<file path="src/rtl/mem_stage_access.sv">
// rtl/mem_stage_access.sv - MEM-stage data memory access controller and MEM/WB pipeline register
module mem_stage_access #(
    parameter int unsigned TIMEOUT = 16
) (
    input  logic        Clk,
    input  logic        Rst_n,
    input  logic        MemReadM,
    input  logic        MemWriteM,
    input  logic        MemToRegM,
    input  logic        RegWriteM,
    input  logic [31:0] ALUresultM,
    input  logic [31:0] ReadData2M,
    input  logic [4:0]  WriteRegM,
    output logic        DmemReq,
    output logic        DmemWe,
    output logic [31:0] DmemAddr,
    output logic [31:0] DmemWData,
    input  logic        DmemAck,
    input  logic [31:0] DmemRData,
    output logic        StallM,
    output logic        RegWriteW,
    output logic        MemToRegW,
    output logic [31:0] ReadDataW,
    output logic [31:0] ALUresultW,
    output logic [4:0]  WriteRegW,
    output logic        MemErr,
    output logic [31:0] ErrAddr
);

    typedef enum logic {
        S_IDLE = 1'b0,
        S_WAIT = 1'b1
    } state_t;

    localparam logic [7:0] C_TIMEOUT = 8'(TIMEOUT);

    state_t      r_state;
    logic [7:0]  r_cnt;

    logic        w_access;
    logic        w_aligned;
    logic        w_req;
    logic        w_stall;
    logic        w_complete;
    logic        w_err;
    state_t      w_state_next;
    logic [7:0]  w_cnt_next;

    assign w_access  = MemReadM | MemWriteM;
    assign w_aligned = (ALUresultM[1:0] == 2'b00);

    // Decode the current cycle: request, stall, completion or error, plus next FSM/counter values
    always_comb begin
        w_req        = 1'b0;
        w_stall      = 1'b0;
        w_complete   = 1'b0;
        w_err        = 1'b0;
        w_state_next = r_state;
        w_cnt_next   = r_cnt;
        case (r_state)
            S_IDLE: begin
                if (w_access) begin
                    if (!w_aligned) begin
                        w_err = 1'b1;
                    end else begin
                        w_req = 1'b1;
                        if (DmemAck) begin
                            w_complete = 1'b1;
                        end else begin
                            w_stall      = 1'b1;
                            w_state_next = S_WAIT;
                            w_cnt_next   = 8'd1;
                        end
                    end
                end
            end
            S_WAIT: begin
                // A late ack on the timeout cycle still completes the access
                if (DmemAck) begin
                    w_req        = 1'b1;
                    w_complete   = 1'b1;
                    w_state_next = S_IDLE;
                    w_cnt_next   = 8'd0;
                end else if (r_cnt == C_TIMEOUT) begin
                    w_err        = 1'b1;
                    w_state_next = S_IDLE;
                    w_cnt_next   = 8'd0;
                end else begin
                    w_req      = 1'b1;
                    w_stall    = 1'b1;
                    w_cnt_next = r_cnt + 8'd1;
                end
            end
            default: begin
                w_state_next = S_IDLE;
                w_cnt_next   = 8'd0;
            end
        endcase
    end

    // Request and stall are gated by reset so an abandoned access drops immediately
    assign DmemReq   = Rst_n & w_req;
    assign StallM    = Rst_n & w_stall;
    assign DmemWe    = MemWriteM;
    assign DmemAddr  = ALUresultM;
    assign DmemWData = ReadData2M;

    // Access FSM state and wait counter
    always_ff @(posedge Clk or negedge Rst_n) begin
        if (!Rst_n) begin
            r_state <= S_IDLE;
            r_cnt   <= 8'd0;
        end else begin
            r_state <= w_state_next;
            r_cnt   <= w_cnt_next;
        end
    end

    // MEM/WB register: capture on pass-through or completion, bubble on stall/error
    always_ff @(posedge Clk or negedge Rst_n) begin
        if (!Rst_n) begin
            RegWriteW  <= 1'b0;
            MemToRegW  <= 1'b0;
            ReadDataW  <= 32'd0;
            ALUresultW <= 32'd0;
            WriteRegW  <= 5'd0;
        end else if (w_complete) begin
            RegWriteW  <= RegWriteM;
            MemToRegW  <= MemToRegM;
            ReadDataW  <= MemWriteM ? 32'd0 : DmemRData;
            ALUresultW <= ALUresultM;
            WriteRegW  <= WriteRegM;
        end else if (w_stall || w_err) begin
            // Data fields hold; only the control bits are squashed
            RegWriteW  <= 1'b0;
            MemToRegW  <= 1'b0;
        end else begin
            RegWriteW  <= RegWriteM;
            MemToRegW  <= MemToRegM;
            ReadDataW  <= 32'd0;
            ALUresultW <= ALUresultM;
            WriteRegW  <= WriteRegM;
        end
    end

    // Sticky error flag; the address of the first faulting access is kept
    always_ff @(posedge Clk or negedge Rst_n) begin
        if (!Rst_n) begin
            MemErr  <= 1'b0;
            ErrAddr <= 32'd0;
        end else if (w_err) begin
            MemErr <= 1'b1;
            if (!MemErr) begin
                ErrAddr <= ALUresultM;
            end
        end
    end

endmodule
</file>
<file path="config.mk">
export PLATFORM = sky130hd
export DESIGN_NAME = mem_stage_access
export DESIGN_NICKNAME = d
export VERILOG_FILES = /design/src/rtl/mem_stage_access.sv
export SDC_FILE = /design/constraint.sdc
export NUM_CORES = 1
export LEC_CHECK = 0
export CAP_MARGIN = 40
export CORE_MARGIN = 2
export CORE_UTILIZATION = 30
export DETAILED_ROUTE_END_ITERATION = 6
export PLACE_DENSITY = 0.75
export SLEW_MARGIN = 30
export SYNTH_ARGS = -nofsm -noshare
export SYNTH_HDL_FRONTEND = slang
export SYNTH_SLANG_ARGS = --single-unit
</file>
<file path="constraint.sdc">
create_clock -name Clk -period 6.2 [get_ports Clk]
set_input_delay 1.86 -clock Clk [delete_from_list [all_inputs] [get_ports Clk]]
set_output_delay 1.86 -clock Clk [all_outputs]
set_load 0.005 [all_outputs]
</file>
==> results.md <==
* Largest net degree at the start of global routing at 65
* First-pass GRT wire length at 20200 um
* Mapped cell area at 0.00485 mm^2
* Clock Path Buffers at 2
* Rel. slew slack at 56.4%
* DP Cell Count at 709
* Register bit count reported by yosys at 113
* Worst Skew at 0.0104 ns
* Worst Path Buf+Inv at 2
* CTS H-tree lvls at 4
* Synth area leader: dfrtp_1
* CP Capture Type: output pin
* Worst vdd ir at 0.185 mV
* Post-route minimum period at 5.82 ns
* CP max stage delay at 0.51 ns
* Leak at 3.09 nW
* Pre-CTS setup slack at 0.440 ns
* Starting DRC count in detailed routing at 79
* CORE AREA at 0.0158 mm^2
* Post-synthesis sequential area ratio at 58.3%
* Slew @ Worst Pin at 0.653 ns
* TritonCTS buffer count at 17
* CP arrival at 3.96 ns
* Hold_buf cts at 0
* Startpoint types: primary input
* DP Wirelength at 9210 um
* Most common cell on crit path: clkdlybuf4s50_1
* Die height at 131 um
* Die Wd at 131 um
* Synth top cells by count: dfrtp_1, mux2_2, buf_4
* Fin. Hold Viols at 0
* PortBufs at 214
* Starting Density at 30.6%
* Ports at 279
* Power density over the cells at 319 mW/mm^2
* Setup TNS Final at 0 ns
* Peak Freq at 172 MHz
* Final std cells w/o fill at 743
* Die area at 0.0172 mm^2
* Count leader, synth: dfrtp_1
* Critical Path RT at 4.34 ns
* Detailed Route WL at 12500 um
* Sink Count at 113
* Vias at 3404
* Nets at 623
* Number of synthesized flops with an enable pin at 0
* Vias per cell at 4.58
* Synth Warn # at 0
* Routability cong. at 0.855
* CTS root buffer: clkbuf_16
* Worst-skew pair later-pin latency at 0.41 ns
* Mean routed wirelength per cell at 16.8 um
* Share of cells above drive strength 1 at 21.7%
* Vias in the first global route at 3752
* Synth Area per Inst at 13.8 um^2
* Mapped Nets at 462
* Kind of critical path: in2out
* Routed Antenna Nets at 0
* Final Cycle Share at 93.9%
* Highest-delay cell along the critical path: clkdlybuf4s50_1
* Top delay family on crit path: buffers and inverters
* Resized cells post-CTS at 0
* Top-area cell type share of the netlist area at 58.3%
* Final setup fails at 0
* First-pass detailed-route iteration total at 4
* Final setup margin at 0.380 ns
* Async SR Flop Fraction at 100%
* Status: finished clean
* CTS tree: built
* Post-CTS Setup Bufs at 0
* Hold Crit Class: reg2reg
* Row cnt at 46
* Worst Hold Slack at 0.500 ns
* Max cap viols at 0
* Grt total ovfl at 0
* Synth top area cells: dfrtp_1, mux2_2, buf_4
* Area growth from synthesis to layout at 52.1%
* Total Routing Usage GR at 14.8%
* DRC Markers at 0
* Critical path, cell by cell: clkdlybuf4s50_1, nor2_1, a21oi_1, a311oi_1, and2_1, clkdlybuf4s50_1
* RSZ-0062 raised after global routing: no
* Ys flop type: dfrtp_1
* Post-synthesis cell type count at 34
* Fill cells at 1377
* Syn Inst Count at 352
* Clock transition at the registers of the reported paths at 0.05 ns
* Pins over their slew limit at 0
* CP max FO at 5
* Initial antenna violation count at 1
## cell families (layout without fill, tap and decap cells)
family	after synthesis	after routing	synth area share (%)
flip-flops	113	113	58.3
multiplexers	69	69	16.0
other	0	1	0
adder cells (fa/ha/maj)	2	2	0.516
XOR/XNOR	2	2	0.361
AO/OA/AOI/OAI	54	54	9.06
AND/OR/NAND/NOR	28	28	3.53
buffers and inverters	84	258	12.2
## worst register-to-register path, delay by kind of cell (launching register included)
kind / cells / cell delay [ns]
buf+inv: 2 / 0.35
fa+ha+maj: 1 / 0.17
simple gates: 2 / 0.46
mux: 1 / 0.36
flops: 1 / 0.47
compound gates: 1 / 0.57
## through the flow
step	power, mW	utilization [%]	cell area [um^2]
2_1_floorplan	1.09	-	4850
3_3_place_gp	1.39	42.5	6730
3_5_place_dp	1.41	42.7	6760
4_1_cts	2.39	46.5	7350
5_1_grt	2.47	46.6	7370
6_report	2.35	46.6	7380
## cell usage in the layout (no fill, tap or decap), types with 2 or more instances in the layout
cell type	netlist	routed
ha_1	2	2
inv_1	5	5
nor2b_1	3	3
clkbuf_16	0	17
xnor2_1	2	2
o21ai_0	4	4
inv_6	0	3
mux2_1	3	3
mux2_2	66	66
clkdlybuf4s50_1	0	213
buf_4	65	6
clkinvlp_4	0	4
clkinv_4	0	4
dfrtp_1	113	113
a22o_1	35	35
nand2_1	7	7
nand3_1	4	4
a21oi_1	4	4
bufinv_16	0	2
a31oi_1	3	3
nor2_1	4	4
## layout make-up
class | instances | area [um^2] | area share (%)
flip-flops and latches | 113 | 2830 | 38.3
repair buffers | 221 | 2220 | 30.2
multi-input cells | 155 | 1440 | 19.5
clock buffers | 18 | 439 | 5.95
well taps | 216 | 270 | 3.66
clock inverters | 14 | 156 | 2.12
inverters | 5 | 18.8 | 0.254
diodes | 1 | 2.50 | 0.0339
## per-layer routing
metal	vias up	track usage, %	part of all wire (%)
li1	1515	-	-
met1	1718	15.7	37
met2	143	25.9	53
met3	28	7.02	8.6
met4	0	5.31	1.7
met5	-	0	0
## flip-flops by register name, summed over array words and instances (netlist names)
name        count
MemToRegW       1
ErrAddr        32
ReadDataW      32
RegWriteW       1
ALUresultW     32
r_state         1
r_cnt           8
MemErr          1
WriteRegW       5
## power by group
group,switching (mW),total [mW],leakage [nW],internal (mW)
clock network,0.359,0.965,0.280,0.606
logic,0.157,0.478,1.39,0.321
registers,0.0665,0.912,1.42,0.845
total,0.582,2.35,3.09,1.77
## path summary, 6_finish.rpt
path / start / to / slack [ns] / depth (start not counted)
setup / recovery: ALUresultM[1] / StallM / 0.38 / 6
min in group asynchronous: Rst_n / r_cnt[3]$_DFFE_PN0P_ / 1.34 / 1
setup reg to reg: r_cnt[0]$_DFFE_PN0P_ / ErrAddr[18]$_DFFE_PN0P_ / 3.72 / 7
max in group asynchronous: Rst_n / ReadDataW[21]$_DFFE_PN0P_ / 3.99 / 3
hold / removal: ALUresultW[26]$_DFFE_PN0P_ / ALUresultW[26]$_DFFE_PN0P_ / 0.50 / 1
hold reg to reg: ALUresultW[26]$_DFFE_PN0P_ / ALUresultW[26]$_DFFE_PN0P_ / 0.50 / 1
(Power assumes the default switching activity.)
